[src/rtl/conv_window_feeder_pkg.sv]
// Shared constants, window-count derivation and FSM encoding for the conv window feeder.
package conv_window_feeder_pkg;

  localparam int DATA_W   = 4;
  localparam int IMG_LEN  = 7;
  localparam int K        = 3;
  localparam int READ_LEN = 7;

  // LoadAddr width; buffers are sized to the full address space so any
  // index is in range, and only entries below IMG_LEN / K are ever written
  localparam int ADDR_W = 4;
  localparam int BUF_D  = 1 << ADDR_W;

  // number of filter placements over the image (valid positions only)
  function automatic int calc_nw(input int img_len, input int k);
    return img_len - k + 1;
  endfunction

  localparam int NW = calc_nw(IMG_LEN, K);

  typedef enum logic [1:0] {
    IDLE   = 2'd0,
    STREAM = 2'd1,
    FLUSH  = 2'd2,
    READ   = 2'd3
  } state_t;

endpackage

[src/rtl/window_index_gen.sv]
// Tap / window counters for the convolution stream; the pair points at the
// sample to be emitted on the next step.
module window_index_gen #(
  parameter int K  = 3,
  parameter int NW = 5
) (
  input  logic                                     clk,
  input  logic                                     reset,
  input  logic                                     clear,
  input  logic                                     step,
  output logic [conv_window_feeder_pkg::ADDR_W-1:0] img_idx,
  output logic [conv_window_feeder_pkg::ADDR_W-1:0] tap_idx,
  output logic                                     last
);
  import conv_window_feeder_pkg::*;

  localparam logic [ADDR_W-1:0] T_MAX = ADDR_W'(K - 1);
  localparam logic [ADDR_W-1:0] W_MAX = ADDR_W'(NW - 1);

  logic [ADDR_W-1:0] t_q, w_q;

  // tap counter wraps every K steps; window counter moves on each wrap
  always_ff @(posedge clk or posedge reset) begin
    if (reset) begin
      t_q <= '0;
      w_q <= '0;
    end else if (clear) begin
      t_q <= '0;
      w_q <= '0;
    end else if (step) begin
      if (t_q == T_MAX) begin
        t_q <= '0;
        w_q <= (w_q == W_MAX) ? '0 : w_q + 1'b1;
      end else begin
        t_q <= t_q + 1'b1;
      end
    end
  end

  assign img_idx = w_q + t_q;
  assign tap_idx = t_q;
  assign last    = (t_q == T_MAX) && (w_q == W_MAX);

endmodule

[src/rtl/conv_window_feeder.sv]
// Streams image/filter sample pairs for every valid filter placement to a
// conv layer, then flushes one cycle and holds ReadEn for the result read.
module conv_window_feeder #(
  parameter int DATA_W   = conv_window_feeder_pkg::DATA_W,
  parameter int IMG_LEN  = conv_window_feeder_pkg::IMG_LEN,
  parameter int K        = conv_window_feeder_pkg::K,
  parameter int READ_LEN = conv_window_feeder_pkg::READ_LEN
) (
  input  logic              clk,
  input  logic              reset,
  input  logic              LoadImg,
  input  logic              LoadFlt,
  input  logic [3:0]        LoadAddr,
  input  logic [DATA_W-1:0] LoadData,
  input  logic              Go,
  output logic              Start,
  output logic [DATA_W-1:0] Image,
  output logic [DATA_W-1:0] Filter,
  output logic              ReadEn,
  output logic              Busy,
  output logic              Done
);
  import conv_window_feeder_pkg::*;

  localparam int NWIN = calc_nw(IMG_LEN, K);
  localparam int RW   = $clog2(READ_LEN + 1);

  logic [DATA_W-1:0] img_buf [BUF_D];
  logic [DATA_W-1:0] flt_buf [BUF_D];

  state_t          state_q, state_d;
  logic            tail_q, tail_d;   // final sample already on the outputs
  logic [RW-1:0]   rcnt_q, rcnt_d;   // READ cycles issued so far

  logic              start_d, readen_d, done_d, busy_d;
  logic [DATA_W-1:0] image_d, filter_d;

  logic              step, clear, last;
  logic [ADDR_W-1:0] img_idx, tap_idx;

  window_index_gen #(.K(K), .NW(NWIN)) u_idx (
    .clk     (clk),
    .reset   (reset),
    .clear   (clear),
    .step    (step),
    .img_idx (img_idx),
    .tap_idx (tap_idx),
    .last    (last)
  );

  // sample buffers: writable only while idle and only at in-range indices
  always_ff @(posedge clk or posedge reset) begin
    if (reset) begin
      for (int i = 0; i < BUF_D; i++) begin
        img_buf[i] <= '0;
        flt_buf[i] <= '0;
      end
    end else if (state_q == IDLE) begin
      if (LoadImg && (LoadAddr < ADDR_W'(IMG_LEN))) img_buf[LoadAddr] <= LoadData;
      if (LoadFlt && (LoadAddr < ADDR_W'(K)))       flt_buf[LoadAddr] <= LoadData;
    end
  end

  // next state and next registered output values
  always_comb begin
    state_d  = state_q;
    tail_d   = tail_q;
    rcnt_d   = rcnt_q;
    start_d  = 1'b0;
    image_d  = '0;
    filter_d = '0;
    readen_d = 1'b0;
    done_d   = 1'b0;
    step     = 1'b0;
    clear    = 1'b0;
    case (state_q)
      IDLE: begin
        if (Go) begin
          state_d  = STREAM;
          step     = 1'b1;
          tail_d   = last;
          start_d  = 1'b1;
          image_d  = img_buf[img_idx];
          filter_d = flt_buf[tap_idx];
        end
      end
      STREAM: begin
        if (tail_q) begin
          state_d = FLUSH;
          tail_d  = 1'b0;
          clear   = 1'b1;
        end else begin
          step     = 1'b1;
          tail_d   = last;
          start_d  = 1'b1;
          image_d  = img_buf[img_idx];
          filter_d = flt_buf[tap_idx];
        end
      end
      FLUSH: begin
        state_d  = READ;
        rcnt_d   = RW'(1);
        readen_d = 1'b1;
        done_d   = (READ_LEN == 1);
      end
      READ: begin
        if (rcnt_q == RW'(READ_LEN)) begin
          state_d = IDLE;
          rcnt_d  = '0;
        end else begin
          rcnt_d   = rcnt_q + 1'b1;
          readen_d = 1'b1;
          done_d   = ((rcnt_q + 1'b1) == RW'(READ_LEN));
        end
      end
      default: state_d = IDLE;
    endcase
    busy_d = (state_d != IDLE);
  end

  // state and output registers
  always_ff @(posedge clk or posedge reset) begin
    if (reset) begin
      state_q <= IDLE;
      tail_q  <= 1'b0;
      rcnt_q  <= '0;
      Start   <= 1'b0;
      Image   <= '0;
      Filter  <= '0;
      ReadEn  <= 1'b0;
      Busy    <= 1'b0;
      Done    <= 1'b0;
    end else begin
      state_q <= state_d;
      tail_q  <= tail_d;
      rcnt_q  <= rcnt_d;
      Start   <= start_d;
      Image   <= image_d;
      Filter  <= filter_d;
      ReadEn  <= readen_d;
      Busy    <= busy_d;
      Done    <= done_d;
    end
  end

endmodule

[config.mk]
export PLATFORM = sky130hd
export DESIGN_NAME = conv_window_feeder
export DESIGN_NICKNAME = d
export VERILOG_FILES = /design/src/rtl/conv_window_feeder_pkg.sv /design/src/rtl/window_index_gen.sv /design/src/rtl/conv_window_feeder.sv
export SDC_FILE = /design/constraint.sdc
export NUM_CORES = 1
export LEC_CHECK = 0
export CORE_AREA = 10 10 113 115
export DETAILED_ROUTE_END_ITERATION = 10
export DIE_AREA = 0 0 123 125
export GPL_TIMING_DRIVEN = 0
export PLACE_DENSITY = 0.77
export SLEW_MARGIN = 10
export SYNTH_ARGS = -nofsm -noshare
export SYNTH_HDL_FRONTEND = slang
export SYNTH_HIERARCHICAL = 1
export SYNTH_SLANG_ARGS = --single-unit
[constraint.sdc]
create_clock -name clk -period 13.37 [get_ports clk]
set_input_delay 1.337 -clock clk [delete_from_list [all_inputs] [get_ports clk]]
set_output_delay 1.337 -clock clk [all_outputs]
set_load 0.005 [all_outputs]
== Word level (Yosys, flattened, before mapping) ==
Cells that the tools add are included.
Word-level totals
  bits of input ports: 13
  flip-flop bits (word level): 154
  word-level logic and storage cells: 119
Cells by class
  $lt $le $gt $ge: 6
  add/sub/neg operators: 4
  reduce and logical (&&, ||, !) cells: 14
  equal/unequal tests: 8
  bitwise gates (word level): 3
  multiplexer cells: 41
Operators by type and width (number)
  $bwmux 64: 2
  $mux 4: 16
  $bmux 4 s4: 2
  $demux 4 s4: 1
  $pmux 4 s2: 2
  $ge 5x5->1 const B: 3
  $not 4->5: 3
  $reduce_bool 2->1: 5
  $mux 1: 9
  $add 4x1->4 const B: 2
  $pmux 2 s4: 1
  $reduce_and 2->1: 4
  $eq 3x3->1 const B: 2
  $mux 2: 3
  $pmux 1 s2: 3
  $pmux 3 s2: 1
  $lt 5x1->1 const B: 1
  $add 4x4->4: 1
  $eq 2x2->1 const B: 2
  $eq 4x2->1 const B: 1
  $eq 4x3->1 const B: 1
  $logic_and 1x1->1: 4
  $lt 4x2->1 const B: 1
  $lt 4x3->1 const B: 1
  5 further kinds: 5

== Logic depth before layout (Yosys ltp) ==
Gate-level depths: netlist of the first run.
  depth in word-level cells: 7
  depth in mapped cells: 10
  depth with buffers taken out: 8

== By module ==
The synthesis of the first run kept the hierarchy.
By module, submodules not included
  conv_window_feeder: times used 1, area each 5874.4 um2, cells each 401
  window_index_gen: times used 1, area each 588.1 um2, cells each 60

== Worst setup path before layout of the first run ==
No wires, ideal clock.
  path kind: input to register
  start: input port Go
  end: register u_idx.w_q[3]
  slack: 10.590 ns
  cell stages on the path: 5
  arrival: 2.655 ns
  cell sequence: o21bai_1 -> nor2_1 -> and4bb_4 -> nand4_2 -> mux2_4
On the way
  cells in the longest elaborated chain, start to end: 4
Ends and longest elaborated chain
  from (decl): line conv_window_feeder.sv:15  | input logic Go,
  $mux 1
  $pmux 1 s2
  named net start_d: line conv_window_feeder.sv:35  | logic start_d, readen_d, done_d, busy_d;
  $reduce_bool 2->1 (no source line)
  $reduce_and 2->1 (no source line)
  to (signal assigned): line window_index_gen.sv:33  | w_q <= (w_q == W_MAX) ? '0 : w_q + 1'b1;
  to (decl): line window_index_gen.sv:20  | logic [ADDR_W-1:0] t_q, w_q;
The timed path passes the listed nets, and every way through them passes these cells.
A chain may end at the register's enable or synchronous reset.

== Worst setup path after layout of the first run ==
Same ends and word-level chain as after synthesis.

==> flow_summary.toml, run 1 <==
[grt]
global_route.overflow_total = 0
grt_pass1_vias = 3878
grt_pass1_wl_um = 19700
grt_antenna_before_repair = 0
maximum_number_of_pins_on_one_net_before_global_route_repair = 84
grt_util_all_layers = 0.164

[worst_setup_path]
worst_setup_path_start_kind = "input port"
slowest_delay_ns = 0.89
worst_ep_arrival_time_ns = 3.65
worst-path-max-fanout = 16
critPathKind = "input port to register"
setup.worst_path.end_class = "register"
r2r-start = "u_idx/tap_idx[1]"
critPathSlowestCell = "nor2_1"
cp_data_required_time_ns = 13.79
startpoint = "Go"
path_cells = "clkdlybuf4s50_1 > o21bai_1 > nor2_1 > and4bb_4 > nand4_2 > mux2_4"

[routing]
post_drt_via_cell_ratio = 5.41
route.detailed.drc = 0
number_of_vias_in_the_routed_layout = 3537
mean_routed_wirelength_per_cell_um = 17.4
initialDrtViolationCount = 189
remaining_number_of_nets_flagged_by_the_antenna_check_after_routing = 0
postRouteWirelength_um = 11400
detail_route.first_pass.iterations = 6

[clock_tree]
root_cell_of_the_clock_tree = "clkbuf_8"
clk_pin_slew_worst_paths_ns = 0.06
cts.htree.levels = 4
tritoncts.num_buffers = 17
cts_tree = "yes"
post_cts_resized = 0
clk_path_buf_depth = 2
cts_hold_repair.buffers = 0
cts.sink_count = 154
postCtsSetupRepairBufs = 0
worst_skew_pair.late_latency_ns = 0.53

[finish]
fin_area_um2 = 7440
diodes = 0
mostFrequentLayoutCell = "dfrtp_1"
num-nets-final = 525
layout-drive-gt1-share = 0.117
layout.cells.most_common_list = "dfrtp_1 (154), clkbuf_1 (93), mux2_1 (40), mux4_1 (25), clkdlybuf4s50_1 (20)"
layout.core_utilization = 0.702
num-fill-cells = 733
syn_to_final_growth_pct = 15.2

[power]
switchingPower_mw = 0.462
cell_internal_power_dissipation_mw = 1.06
share_seq_of_total_power = 0.382
combPwrFrac = 0.311
pwr_density_cell_nw_per_um2 = 205
clk_pwr_share = 0.306
max-vdd-ir-drop_mv = 0.106
power_leakage_nw = 3.63
power.share.switching = 0.303

[sta]
fin_hold_ws_ns = 0.449
maxSlewHeadroom = 0.221
fmax_mhz = 309
period_needed_ns = 3.24
timing.final.crit_share = 0.242
finClkSkew_ns = 0.00622
drv_slew = 0
setup_viol = 0
actual_slew_at_the_worst_max_slew_pin_ns = 1.16
hold_violation_count_in_the_final_report = 0
finalSetupTns_ns = 0
setup_repair_after_global_routing_missed_its_margin = "no"

[logic_synthesis]
synth.ff_latch_count = 154
async_reset_ff_frac = 1.00
synth.cell_area_um2 = 6460
syn_inst = 461
synth_sequential_area_ratio = 0.596
yosys_warnings = 6
netlist-cell-type-count = 42
synthFlopType = "dfrtp_1"
syn-mean-instance-area_um2 = 14.0
synth_fp_nets = 485
synth_enable_flop_cells = 0

[floorplanning]
die_area_um2 = 15400
initial_utilization = 0.610
fp.dieH_um = 125
die_x_um = 123
std_cell_rows = 38
core_area_um2 = 10600
total_i_o_pin_count = 25

[placement]
finalWeightedCongestion = 0.777
post-dp-hpwl_um = 7650
detailed_place.area_um2 = 6870
portBuffers = 20

[hold_path]
hold_path.startpoint = "img_buf[23]"
hold_path.class = "register to register"

[run]
max_cap_violations = 0

[outcome]
run_status = "finished, final reports clean"
[area by class of cell]
class                      instances  area [µm²]  share of cell area
clock buffer                      20         425              0.0571
tap                              140         175              0.0235
buffer                           103         442              0.0593
sequential                       154        3850               0.518
clock inverter                    12         149              0.0200
inverter                          12        50.0             0.00672
timing repair buffer              21         228              0.0306
multi-input combinational        192        2120               0.285
[state kept, by name, summed over array words and instances, names as in the netlist]
signal	cells
u_idx/tap_idx	4
ReadEn	1
Filter	4
flt_buf	64
rcnt_q	3
tail_q	1
state_q	2
Image	4
Busy	1
img_buf	64
Start	1
Done	1
u_idx/w_q	4
[worst max-delay path, delay by kind of cell]
| family | cells | cell delay [ns] |
|---|---|---|
| AO/OA/AOI/OAI | 1 | 0.11 |
| buffers and inverters | 1 | 0.46 |
| multiplexers | 1 | 0.31 |
| AND/OR/NAND/NOR | 3 | 1.43 |
[layer usage]
layer,part of all wire,track usage,vias up
met5,0,0,-
met4,0.016,0.0706,0
met3,0.035,0.0410,19
met2,0.50,0.268,43
met1,0.45,0.204,1855
li1,-,-,1620
[worst paths after layout]
| path | endpoint | slack (ns) | depth (start not counted) |
|---|---|---|---|
| setup / recovery | u_idx/w_q[3] | 10.13 | 6 |
| hold / removal | img_buf[23] | 0.45 | 1 |
| setup reg to reg | Image[2] | 10.48 | 9 |
| hold reg to reg | img_buf[23] | 0.45 | 1 |
| max in group asynchronous | img_buf[47] | 11.33 | 3 |
| min in group asynchronous | u_idx/tap_idx[0] | 1.19 | 2 |
[power by group through the flow]
stage,Combinational [mW],Sequential (mW),Clock (mW)
floorplan,0.361,0.575,0
global route,0.525,0.591,0.492
global placement,0.466,0.586,0
detailed placement,0.479,0.591,0
finish,0.475,0.583,0.467
CTS,0.483,0.584,0.473
[cell families after synthesis]
group           Yosys count  share of synthesized area
fa+ha+maj                11                     0.0225
simple gates             55                     0.0470
mux                      90                      0.227
buf+inv                 115                     0.0753
compound gates           32                     0.0269
xor+xnor                  4                    0.00542
flops                   154                      0.596
[synth_stat cells, drive strengths merged, types with 2 or more instances]
| cell type | count | area share |
|---|---|---|
| a21oi | 12 | 0.0093 |
| and2 | 3 | 0.0029 |
| buf | 13 | 0.016 |
| clkbuf | 90 | 0.052 |
| dfrtp | 154 | 0.60 |
| ha | 10 | 0.019 |
| inv | 12 | 0.0070 |
| mux2 | 49 | 0.087 |
| mux2i | 9 | 0.014 |
| mux4 | 32 | 0.13 |
| nand2 | 17 | 0.0099 |
| nand2b | 2 | 0.0019 |
| nand3 | 5 | 0.0046 |
| nand3b | 2 | 0.0023 |
| nand4 | 2 | 0.0029 |
| nor2 | 8 | 0.0046 |
| nor2b | 7 | 0.0068 |
| nor3 | 4 | 0.0039 |
| o21ai | 15 | 0.012 |
| or3b | 2 | 0.0027 |
| xnor2 | 2 | 0.0027 |
| xor2 | 2 | 0.0027 |
[metrics by stage]
| step | worst slack, ns | power (mW) | cells |
|---|---|---|---|
| global placement | 6.51 | 1.05 | 621 |
| CTS | 10.14 | 1.54 | 654 |
| finish | 10.13 | 1.52 | 654 |
| floorplan | 8.11 | 0.936 | 461 |
| detailed placement | 9.59 | 1.07 | 622 |
| global route | 10.03 | 1.61 | 654 |
(Power assumes the default switching activity.)
==> run 2, diff against run 1 <==
Settings changed: CORE_AREA 10 10 113 115 to 10 10 115 117, DIE_AREA 0 0 123 125 to 0 0 125 127, PLACE_DENSITY 0.77 to 0.75.
Clock period 13.37 ns to 3.1 ns, I/O delays scaled along.
==> run 2 against run 1 <==
Non-clock buffer count is 3 higher. Cell area is 0.97% higher. Sequential share of layout area down 0.50 points. Worst setup slack lost 9.9 ns.
==> flow_summary.toml, run 2 (synthesis results as in run 1) <==
[routing]
route.detailed.drc = 0
number_of_vias_in_the_routed_layout = 3603
remaining_number_of_nets_flagged_by_the_antenna_check_after_routing = 0
met2WireLength_um = 6050
route.layer.met1.wl_um = 5280
initialDrtViolationCount = 308
detail_route.first_pass.iterations = 4
postRouteWirelength_um = 11900
mean_routed_wirelength_per_cell_um = 18.1
post_drt_via_cell_ratio = 5.46
met3_wire_len_um = 447
top_layer = "met4"

[finish]
diodes = 0
mostFrequentLayoutCell = "dfrtp_1"
layout.cells.most_common_list = "dfrtp_1 (154), clkbuf_1 (90), mux2_1 (40), mux4_1 (25), clkdlybuf4s50_1 (20)"
syn_to_final_growth_pct = 16.3
num-nets-final = 528
layout-drive-gt1-share = 0.128
layout.core_utilization = 0.676
fin_area_um2 = 7520
final-instance-count-excl-fill = 660
multiInputGateArea_um2 = 2120
registers_with_the_highest_flip_flop_counts = "flt_buf x64, img_buf x64"
seqCellArea_um2 = 3850
num-fill-cells = 770

[placement]
post-place-ws_ns = 0.235
finalWeightedCongestion = 0.779
portBuffers = 20
post-dp-hpwl_um = 8250
detailed_place.area_um2 = 6930
place.detailed.instances = 628

[grt]
grt_util_all_layers = 0.163
global_route.overflow_total = 0
grt_antenna_before_repair = 0
grt_pass1_wl_um = 20700
grt_pass1_vias = 4062
maximum_number_of_pins_on_one_net_before_global_route_repair = 38

[power]
max-vdd-ir-drop_mv = 0.675
share_seq_of_total_power = 0.381
switchingPower_mw = 2.07
cell_internal_power_dissipation_mw = 4.54
power_leakage_nw = 3.66
combPwrFrac = 0.313
pwr_density_cell_nw_per_um2 = 880
clk_pwr_share = 0.307
p_total_mw = 6.61
power.share.switching = 0.314

[outcome]
run_status = "finished, final reports clean"

[worst_setup_path]
worst_ep_arrival_time_ns = 3.17
critPathSlowestCell = "dfrtp_1"
worst-path-max-fanout = 10
path_cells = "ha_1 > inv_1 > fa_1 > xnor2_1 > buf_6 > buf_12 > mux4_2 > mux2_4 > o21ai_1 > a21oi_1"
critPathBufInv = 3
critPathKind = "register to register"
crit_family = "multiplexers"
slowest_delay_ns = 0.54
setup.worst_path.end_class = "register"
worst_setup_path_start_kind = "register"
cp_data_required_time_ns = 3.38

[sta]
actual_slew_at_the_worst_max_slew_pin_ns = 1.12
setup_viol = 0
hold_violation_count_in_the_final_report = 0
finalWorstSetupSlack_ns = 0.211
fmax_mhz = 346
period_needed_ns = 2.89
maxSlewHeadroom = 0.250
drv_slew = 0
setup_repair_after_global_routing_missed_its_margin = "no"
finClkSkew_ns = 0.0115
timing.final.crit_share = 0.932

[floorplanning]
initial_utilization = 0.581
total_i_o_pin_count = 25
core_area_um2 = 11100
die_x_um = 125
std_cell_rows = 39
die_area_um2 = 15900
fp.dieH_um = 127

[clock_tree]
tritoncts.num_buffers = 17
clk_pin_slew_worst_paths_ns = 0.06
cts_hold_repair.buffers = 0
cts_tree = "yes"
worst_skew_pair.late_latency_ns = 0.43
root_cell_of_the_clock_tree = "clkbuf_16"
postCtsSetupRepairBufs = 0
post_cts_resized = 0
cts.htree.levels = 4
cts.sink_count = 154
clk_path_buf_depth = 2

[hold_path]
hold_path.class = "input port to asynchronous set/reset pin"

[run]
max_cap_violations = 0
## run 2: cell count changes in the layout (fill, tap and decap cells not counted)
cell / previous run / this run
clkinv_4: 0 / 4
buf_12: 1 / 4
clkbuf_1: 93 / 90
clkinv_2: 4 / 1
bufinv_16: 3 / 1
inv_6: 2 / 4
clkbuf_16: 16 / 17
clkbuf_8: 1 / 2
clkinvlp_4: 4 / 3
inv_8: 0 / 1
## run 2: routing by layer
layer  vias up  global-route usage
met2        57               0.267
met3        16              0.0505
met1      1895               0.202
met5         -                   0
met4         0              0.0583
li1       1635                   -
## run 2: worst reg2reg max path, delay by kind of cell (launching register included)
| kind | cells | cell delay [ns] |
|---|---|---|
| fa+ha+maj | 2 | 0.64 |
| flops | 1 | 0.54 |
| mux | 2 | 0.80 |
| buf+inv | 3 | 0.39 |
| xor+xnor | 1 | 0.19 |
| compound gates | 2 | 0.19 |
## run 2: cell type report
| cell class | count | share of cell area |
|---|---|---|
| flip-flops and latches | 154 | 0.513 |
| multi-input cells | 192 | 0.282 |
| clock buffers | 19 | 0.0603 |
| plain buffers | 103 | 0.0588 |
| repair buffers | 24 | 0.0383 |
| well taps | 143 | 0.0238 |
| clock inverters | 13 | 0.0175 |
| inverters | 12 | 0.00649 |
## run 2: power by group through the flow
stage / Combinational, mW / Sequential (mW) / Clock (mW)
floorplan: 1.56 / 2.48 / 0
global placement: 2.03 / 2.53 / 0
detailed placement: 2.07 / 2.55 / 0
CTS: 2.09 / 2.52 / 2.05
global route: 2.27 / 2.56 / 2.15
finish: 2.07 / 2.52 / 2.03
## run 2: worst paths after layout
| path | slack (ns) | cells past startpoint | from | end |
|---|---|---|---|---|
| hold reg to reg | 0.45 | 1 | flt_buf[20] | flt_buf[20] |
| hold / removal | 0.23 | 2 | reset | u_idx/tap_idx[0] |
| setup / recovery | 0.21 | 10 | u_idx/tap_idx[0] | Image[3] |
| setup reg to reg | 0.21 | 10 | u_idx/tap_idx[0] | Image[3] |
| min in group clk | 0.43 | 2 | LoadData[0] | flt_buf[52] |
| max in group asynchronous | 1.83 | 4 | reset | img_buf[56] |
## run 2: per-stage QoR
step | TNS [ns] | hold WS [ns]
after detailed placement | 0 | 0.440
after floorplan | 0 | 0.126
after global placement | -18.60 | 0.431
final | 0 | 0.230
after CTS | 0 | 0.228
after global routing | 0 | 0.259
==> run 3, diff against run 2 <==
Settings changed: PLACE_DENSITY 0.75 to 0.78.
==> run 3 against run 2 <==
Core utilization rose by 0.056 points. Die area unchanged. Wire length is 3.2% lower. Clock skew shrank 0.0026 ns. Fmax down 0.45%. Cell area hardly changed. Worst setup slack worse by 0.013 ns. Hold slack worse by 0.0026 ns. Global-route usage shrank 0.61 points. Largest cell class unchanged. Largest power group unchanged.
==> flow_summary.toml, run 3 (synthesis results as in run 1) <==
[finish]
fin_area_um2 = 7520
syn_to_final_growth_pct = 16.4
layout.core_utilization = 0.676
mostFrequentLayoutCell = "dfrtp_1"
layout.cells.most_common_list = "dfrtp_1 (154), clkbuf_1 (91), mux2_1 (40), mux4_1 (25), clkdlybuf4s50_1 (20)"
diodes = 0
num-fill-cells = 748
registers_with_the_highest_flip_flop_counts = "flt_buf x64, img_buf x64"
num-nets-final = 528
layout-drive-gt1-share = 0.126

[routing]
mean_routed_wirelength_per_cell_um = 17.5
postRouteWirelength_um = 11600
post_drt_via_cell_ratio = 5.42
route.detailed.drc = 0
remaining_number_of_nets_flagged_by_the_antenna_check_after_routing = 0
detail_route.first_pass.iterations = 4
number_of_vias_in_the_routed_layout = 3576
initialDrtViolationCount = 233

[clock_tree]
clk_pin_slew_worst_paths_ns = 0.06
postCtsSetupRepairBufs = 0
post_cts_resized = 0
cts_hold_repair.buffers = 0
worst_skew_pair.late_latency_ns = 0.43
cts.htree.levels = 4
cts_tree = "yes"
cts.sink_count = 154
root_cell_of_the_clock_tree = "clkbuf_16"
tritoncts.num_buffers = 17
clk_path_buf_depth = 2

[sta]
drv_slew = 0
timing.final.crit_share = 0.936
setup_viol = 0
maxSlewHeadroom = 0.153
finalSetupTns_ns = 0
hold_violation_count_in_the_final_report = 0
setup_repair_after_global_routing_missed_its_margin = "no"
finalWorstSetupSlack_ns = 0.198
period_needed_ns = 2.90
finClkSkew_ns = 0.00886
actual_slew_at_the_worst_max_slew_pin_ns = 1.27
fmax_mhz = 345

[floorplanning]
fp.dieH_um = 127
initial_utilization = 0.581
die_area_um2 = 15900
total_i_o_pin_count = 25
core_area_um2 = 11100
die_x_um = 125
std_cell_rows = 39

[grt]
global_route.overflow_total = 0
grt_antenna_before_repair = 0
maximum_number_of_pins_on_one_net_before_global_route_repair = 38
grt_pass1_wl_um = 19700
grt_util_all_layers = 0.157
grt_pass1_vias = 3873

[power]
share_seq_of_total_power = 0.378
max-vdd-ir-drop_mv = 0.529
power_leakage_nw = 3.66
pwr_density_cell_nw_per_um2 = 885
combPwrFrac = 0.312
switchingPower_mw = 2.05
cell_internal_power_dissipation_mw = 4.61
clk_pwr_share = 0.309
power.share.switching = 0.308

[hold_path]
hold_path.class = "input port to asynchronous set/reset pin"

[worst_setup_path]
worst-path-max-fanout = 14
worst_ep_arrival_time_ns = 3.19
critPathKind = "register to register"
setup.worst_path.end_class = "register"
r2r_depth = 9
worst_setup_path_start_kind = "register"
cp_data_required_time_ns = 3.39

[placement]
post-place-ws_ns = 0.234
post-dp-hpwl_um = 8150
detailed_place.area_um2 = 6930
finalWeightedCongestion = 0.756
portBuffers = 20

[run]
max_cap_violations = 0

[outcome]
run_status = "finished, final reports clean"
run 3: cell types whose count changed in the layout (fill, tap and decap cells not counted), sizes merged:
cell,delta
clkinv,-1
inv,-3
clkbuf,+1
clkinvlp,+2
bufinv,+1
run 3: per-layer routing:
metal / vias to the layer above / GRT usage / routed length (µm)
li1: 1625 / - / -
met1: 1885 / 0.192 / 5180
met2: 51 / 0.254 / 5760
met3: 15 / 0.0517 / 450
met4: 0 / 0.0637 / 171
met5: - / 0 / 0
run 3: layout make-up:
type                       instances  area, µm²  area share
tap                              143        179      0.0238
multi-input combinational        192       2120       0.282
sequential                       154       3850       0.512
inverter                          12       48.8     0.00649
timing repair buffer              24        280      0.0373
clock buffer                      20        457      0.0607
buffer                           103        442      0.0587
clock inverter                    12        141      0.0188
run 3: power groups by stage:
stage               combinational (mW)  sequential, mW  clock (mW)
CTS                               2.10            2.52        2.09
detailed placement                2.10            2.55           0
global route                      2.25            2.56        2.18
global placement                  2.02            2.53           0
floorplan                         1.56            2.48           0
finish                            2.08            2.52        2.06
run 3: critical path: stages (launching register included):
cell and delay [ns]:
dfrtp_1 0.68, ha_1 0.34, a21o_1 0.18, a21oi_1 0.17, xnor2_1 0.20, buf_2 0.35, mux4_1 0.36, mux2_4 0.28
o21ai_1 0.14, a21oi_1 0.06
run 3: final timing paths:
kind,to,slack (ns),start
worst max register to register,Image[3],0.20,u_idx/tap_idx[1]
worst min-delay path,u_idx/tap_idx[0],0.23,reset
worst min register to register,flt_buf[45],0.45,flt_buf[45]
max in group asynchronous,flt_buf[61],2.04,reset
min in group clk,flt_buf[45],0.45,flt_buf[45]
worst max-delay path,Image[3],0.20,u_idx/tap_idx[1]
run 3: through the flow:
| step | hold slack (ns) | power [mW] | instances |
|---|---|---|---|
| 3_5_place_dp | 0.440 | 4.65 | 628 |
| 6_report | 0.227 | 6.66 | 660 |
| 2_1_floorplan | 0.126 | 4.04 | 461 |
| 4_1_cts | 0.221 | 6.71 | 660 |
| 3_3_place_gp | 0.432 | 4.55 | 624 |
| 5_1_grt | 0.274 | 6.99 | 660 |
